--- config.mk ---
export PLATFORM = sky130hd
export DESIGN_NAME = rename_regfile
export DESIGN_NICKNAME = d
export VERILOG_FILES = /design/src/rtl/rename_regfile_pkg.sv /design/src/rtl/regfile_read_port.sv /design/src/rtl/rename_regfile.sv
export SDC_FILE = /design/constraint.sdc
export NUM_CORES = 2
export LEC_CHECK = 0
export BUFFER_PORTS_ARGS = -buffer_cell sky130_fd_sc_hd__buf_2
export CAP_MARGIN = 20
export CORE_MARGIN = 1.5
export CORE_UTILIZATION = 40
export CTS_BUF_LIST = sky130_fd_sc_hd__clkbuf_16
export DETAILED_ROUTE_END_ITERATION = 10
export GPL_ROUTABILITY_DRIVEN = 0
export GPL_TIMING_DRIVEN = 0
export HOLD_SLACK_MARGIN = 0.02
export PLACE_DENSITY = 0.58
export SYNTH_ARGS = -nofsm -noshare
export SYNTH_HDL_FRONTEND = slang
export SYNTH_SLANG_ARGS = --single-unit
--- constraint.sdc ---
create_clock -name clk -period 2.9 [get_ports clk]
set_clock_uncertainty 0.2 [all_clocks]
set_input_delay 0.145 -clock clk [delete_from_list [all_inputs] [get_ports clk]]
set_output_delay 0.145 -clock clk [all_outputs]
set_load 0.1 [all_outputs]
--- src/rtl/rename_regfile_pkg.sv ---
// Shared defaults and constants for the rename register file.
// Imported by the top and the read-port lookup.
package rename_regfile_pkg;

    localparam int XLEN_DEF  = 32;
    localparam int NREG_DEF  = 32;
    localparam int TAG_W_DEF = 4;

    localparam logic VALID   = 1'b1;
    localparam logic INVALID = 1'b0;
    localparam logic BUSY    = 1'b1;
    localparam logic FREE    = 1'b0;

endpackage

--- src/rtl/regfile_read_port.sv ---
// Single read-port lookup into the rename table.
// Also holds the same-cycle commit bypass mux.
module regfile_read_port
    import rename_regfile_pkg::*;
#(
    parameter  int XLEN  = XLEN_DEF,
    parameter  int NREG  = NREG_DEF,
    parameter  int TAG_W = TAG_W_DEF,
    localparam int AW    = $clog2(NREG)
) (
    input  logic                       rst,
    input  logic                       rdy,
    input  logic                       req,
    input  logic [AW-1:0]              addr,
    input  logic [NREG-1:0][XLEN-1:0]  regs,
    input  logic [NREG-1:0][TAG_W-1:0] tags,
    input  logic [NREG-1:0]            busy,
    input  logic                       cm_valid,
    input  logic [AW-1:0]              cm_addr,
    input  logic [TAG_W-1:0]           cm_tag,
    input  logic [XLEN-1:0]            cm_data,
    output logic                       valid,
    output logic                       pend,
    output logic [XLEN-1:0]            data,
    output logic [TAG_W-1:0]           tag
);

    logic idle;
    logic hit;
    logic sel_free;
    logic sel_byp;
    logic sel_wait;

    // Exactly one of the four selects is high at any time.
    assign idle     = rst | ~req;
    assign hit      = cm_valid & rdy & (cm_addr == addr)
                    & (cm_tag == tags[addr]);
    assign sel_free = ~idle & ~busy[addr];
    assign sel_byp  = ~idle & busy[addr] & hit;
    assign sel_wait = ~idle & busy[addr] & ~hit;

    always_comb begin
        valid = INVALID;
        pend  = FREE;
        data  = '0;
        tag   = '0;
        unique case (1'b1)
            sel_free: begin
                valid = VALID;
                data  = regs[addr];
            end
            sel_byp: begin
                valid = VALID;
                data  = cm_data;
            end
            sel_wait: begin
                valid = VALID;
                pend  = BUSY;
                tag   = tags[addr];
            end
            default: ;
        endcase
    end

endmodule

--- src/rtl/rename_regfile.sv ---
// Architectural register file with per-register busy/tag rename table.
// Commit, rename and flush update state; NRD combinational read ports.
module rename_regfile
    import rename_regfile_pkg::*;
#(
    parameter  int XLEN  = XLEN_DEF,
    parameter  int NREG  = NREG_DEF,
    parameter  int TAG_W = TAG_W_DEF,
    parameter  int NRD   = 2,
    localparam int AW    = $clog2(NREG)
) (
    input  logic                 clk,
    input  logic                 rst,
    input  logic                 rdy,
    input  logic [NRD-1:0]       rd_req,
    input  logic [NRD*AW-1:0]    rd_addr,
    output logic [NRD-1:0]       rd_valid,
    output logic [NRD-1:0]       rd_busy,
    output logic [NRD*XLEN-1:0]  rd_data,
    output logic [NRD*TAG_W-1:0] rd_tag,
    input  logic                 ren_valid,
    input  logic [AW-1:0]        ren_addr,
    input  logic [TAG_W-1:0]     ren_tag,
    input  logic                 cm_valid,
    input  logic [AW-1:0]        cm_addr,
    input  logic [TAG_W-1:0]     cm_tag,
    input  logic [XLEN-1:0]      cm_data,
    input  logic                 flush
);

    logic [NREG-1:0][XLEN-1:0]  regs;
    logic [NREG-1:0][TAG_W-1:0] tags;
    logic [NREG-1:0]            busy;

    logic cm_we;
    logic ren_we;

    assign cm_we  = cm_valid & (cm_addr != '0);
    assign ren_we = ren_valid & (ren_addr != '0) & ~flush;

    // Rename is applied after commit so it wins on the same register.
    always_ff @(posedge clk) begin
        if (rst) begin
            regs <= '0;
            tags <= '0;
            busy <= '0;
        end else if (rdy) begin
            if (cm_we) begin
                regs[cm_addr] <= cm_data;
                if (tags[cm_addr] == cm_tag)
                    busy[cm_addr] <= FREE;
            end
            if (flush)
                busy <= '0;
            else if (ren_we) begin
                tags[ren_addr] <= ren_tag;
                busy[ren_addr] <= BUSY;
            end
        end
    end

    for (genvar i = 0; i < NRD; i++) begin : g_rd
        regfile_read_port #(
            .XLEN  (XLEN),
            .NREG  (NREG),
            .TAG_W (TAG_W)
        ) u_rp (
            .rst      (rst),
            .rdy      (rdy),
            .req      (rd_req[i]),
            .addr     (rd_addr[i*AW +: AW]),
            .regs     (regs),
            .tags     (tags),
            .busy     (busy),
            .cm_valid (cm_valid),
            .cm_addr  (cm_addr),
            .cm_tag   (cm_tag),
            .cm_data  (cm_data),
            .valid    (rd_valid[i]),
            .pend     (rd_busy[i]),
            .data     (rd_data[i*XLEN +: XLEN]),
            .tag      (rd_tag[i*TAG_W +: TAG_W])
        );
    end

endmodule

==> impl_metrics.csv <==
group,metric,value,unit
die,fp.dieH,397,µm
yosys,synth_most_common_cell,"nand2_1",
setup_path,crit_arrival,3.82,ns
run_status,status,"complete, but fails checks",
global_routing,track_usage,0.355,
setup_path,cp-startpoint,"tags[125]",
route,avgRoutedWirePerCell,31.3,µm
route,viasPerCell,6.38,
power_and_ir_drop,pwr_density_cell,503,nW/µm²
route,drtPass1Iterations,9,
yosys,yosysTopAreaCellShare,0.383,
global_routing,overflow,0,
yosys,synth.distinct_cells,44,
setup_path,crit_type,"flip-flop to output port",
cells_and_area,area_growth,18.6,%
cts,cts_max_level,4,
cts,cts_made_buffers,137,
global_routing,grt_start_max_net_pins,20,
sta,whs,-0.00534,ns
sta,finalSetupTns,-81.87,ns
placement,placed_area,66000,µm²
yosys,synth.top_cells.by_area,"dfxtp_1 38%, mux4_2 25%, nand2_1 13%",
sta,slew_violations,0,
sta,slew_headroom,0.158,
sta,hold_violations,1,
setup_path,r2r_end,"busy[23]",
setup_path,end_kind,"output port",
power_and_ir_drop,vdd_ir_drop_max,0.716,mV
yosys,syn_area,62000,µm²
hold_path,worst_hold_path_type,"input port to flip-flop",
setup_path,worstRegToRegCells,10,
global_routing,antenna_found_initial,12,
yosys,syn-num-nets,6743,
placement,portBuffers,95,
sta,setup_slack,-1.26,ns
power_and_ir_drop,leakagePower,24.1,nW
yosys,synth_warnings,0,
cts,clk_path_buf_depth,3,
cells_and_area,finalNetCount,7100,
cts,clk_pin_slew,0.05,ns
yosys,ys_ff_latch,1184,
yosys,async_reset_ff_frac,0,
sta,period_share,1.43,
cells_and_area,design_area,73500,µm²
cts,cts_root_buffer,"clkbuf_16",
yosys,ys_seq_area_frac,0.383,
setup_path,critical_path.max_fanout,8,
cts,cts_sinks,1184,
die,io-pin-count,144,
die,die_area,157000,µm²
route,num_vias,58600,
cts,clk_latency,0.82,ns
sta,min_period,4.16,ns
route,wirelength,288000,µm
placement,post-dp-hpwl,221000,µm
setup_path,crit_path_end,"rd_data[43]",
die,fp.dieW,397,µm
flow_run,max_cap_violations,0,
yosys,avgSynthCellArea,9.28,µm²
run_status,violations,"negative hold slack, negative setup slack",
die,fp-row-count,144,
global_routing,grt_pass1_vias,54300,
sta,worstMarginPinSlew,1.26,ns
yosys,yosys-top-cells-count,"2149 x nand2_1, 1184 x dfxtp_1, 1070 x a21oi_1",
yosys,synth_area_leader_cell,"dfxtp_1",
die,core,154000,µm²
sta,setup_viol,122,
global_routing,grt_pass1_wl,397000,µm
cts,cts_tree,"yes",
yosys,synth_ff_type,"dfxtp_1",
setup_path,start_kind,"flip-flop",
setup_path,critPathRequiredTime,2.56,ns
cells_and_area,drive_above_1_share,0.193,
route,ant_nets,0,
cells_and_area,fin_util,0.477,
yosys,synthCells,6675,
yosys,synth-edff-count,0,
die,start_util,0.403,
sta,max_freq,240,MHz
setup_path,rr_startpoint,"tags[72]",
setup_path,r2r_slack,0.12,ns
route,drt_iter0_drc,9967,
route,drc,0,
sta,rsz0062_at_grt,"yes",
## flip-flops by register name (all words and copies together), names as in the netlist
register and flops:
regs 1024, busy 32, tags 128
## power breakdown
group	leakage (nW)	switching (mW)	internal, mW	total [mW]
combinational	12.3	2.46	0.981	3.44
sequential	9.55	0.0516	16.3	16.4
clock	2.22	7.61	9.54	17.2
## logic make-up after synthesis
family / share of synthesized area
compound gates: 0.110
xor+xnor: 0.00309
buf+inv: 0.0469
flops: 0.383
mux: 0.299
simple gates: 0.159
## stage by stage
step	hold slack [ns]	power, mW	setup slack, ns	instances
floorplan	0.0594	18.5	-0.383	6675
global placement	0.240	19.8	-2.29	8814
detailed placement	0.256	19.8	-2.26	8830
CTS	0.0493	36.7	-1.18	9168
global route	0.0424	37.6	-1.23	9178
finish	-0.00534	37.0	-1.26	9189
## critical path, stage by stage, from the launching register on
cell and delay [ns]:
dfxtp_2 0.33, mux4_2 0.47, mux4_2 0.56, nand2_2 0.12
nand3_4 0.10, xor2_4 0.18, nor4_4 0.34, buf_12 0.22
buf_12 0.16, a31o_4 0.26, buf_12 0.20
## per-layer routing
layer / track usage / wire length [µm]
met4: 0.188 / 17700
met3: 0.163 / 47700
met5: 0.00800 / 313
met2: 0.505 / 119000
met1: 0.448 / 103000
## timing repair
action                     CTS  global route
setup buffers               28             8
gates resized for setup    493            53
gates cloned                 6             1
hold endpoints to repair   584             0
setup endpoints to repair  660           435
hold buffers                68             0
pin swaps                   23            20
## worst min path at each step
| stage | slack (ns) | from | end | depth (start not counted) |
|---|---|---|---|---|
| after floorplan | 0.06 | ren_addr[1] | busy[5] | 1 |
| after global placement | 0.24 | ren_tag[1] | tags[17] | 3 |
| after detailed placement | 0.26 | regs[729] | regs[729] | 2 |
| after CTS | 0.05 | cm_addr[0] | busy[6] | 6 |
| after global routing | 0.04 | cm_addr[0] | busy[6] | 6 |
| final | -0.005 | cm_addr[0] | busy[6] | 6 |
## layout by cell type, fill, tap and decap left out, drive strengths merged, types with 9 or more instances in the layout
cell type / count
nand3: 40
xnor2: 13
o21ai: 56
nor2b: 53
a22oi: 42
mux4: 706
a21oi: 1070
nand4: 9
diode: 12
clkbuf: 646
nand2: 2149
inv: 47
nor2: 223
buf: 343
dlygate4sd3: 68
bufinv: 9
mux2i: 259
and2: 11
o311ai: 9
nor3: 10
a31o: 64
dfxtp: 1184
clkinv: 51
## cell type report
class	instances	area [µm²]
repair buffers	223	3060
clock buffers	139	3480
clock inverters	101	815
multi-input cells	4780	36300
diodes	12	30.0
flip-flops and latches	1184	23800
plain buffers	698	3470
well taps	2044	2560
inverters	8	30.0
fillers	14400	80400
Note: power is estimated with default switching activity, not from simulation.
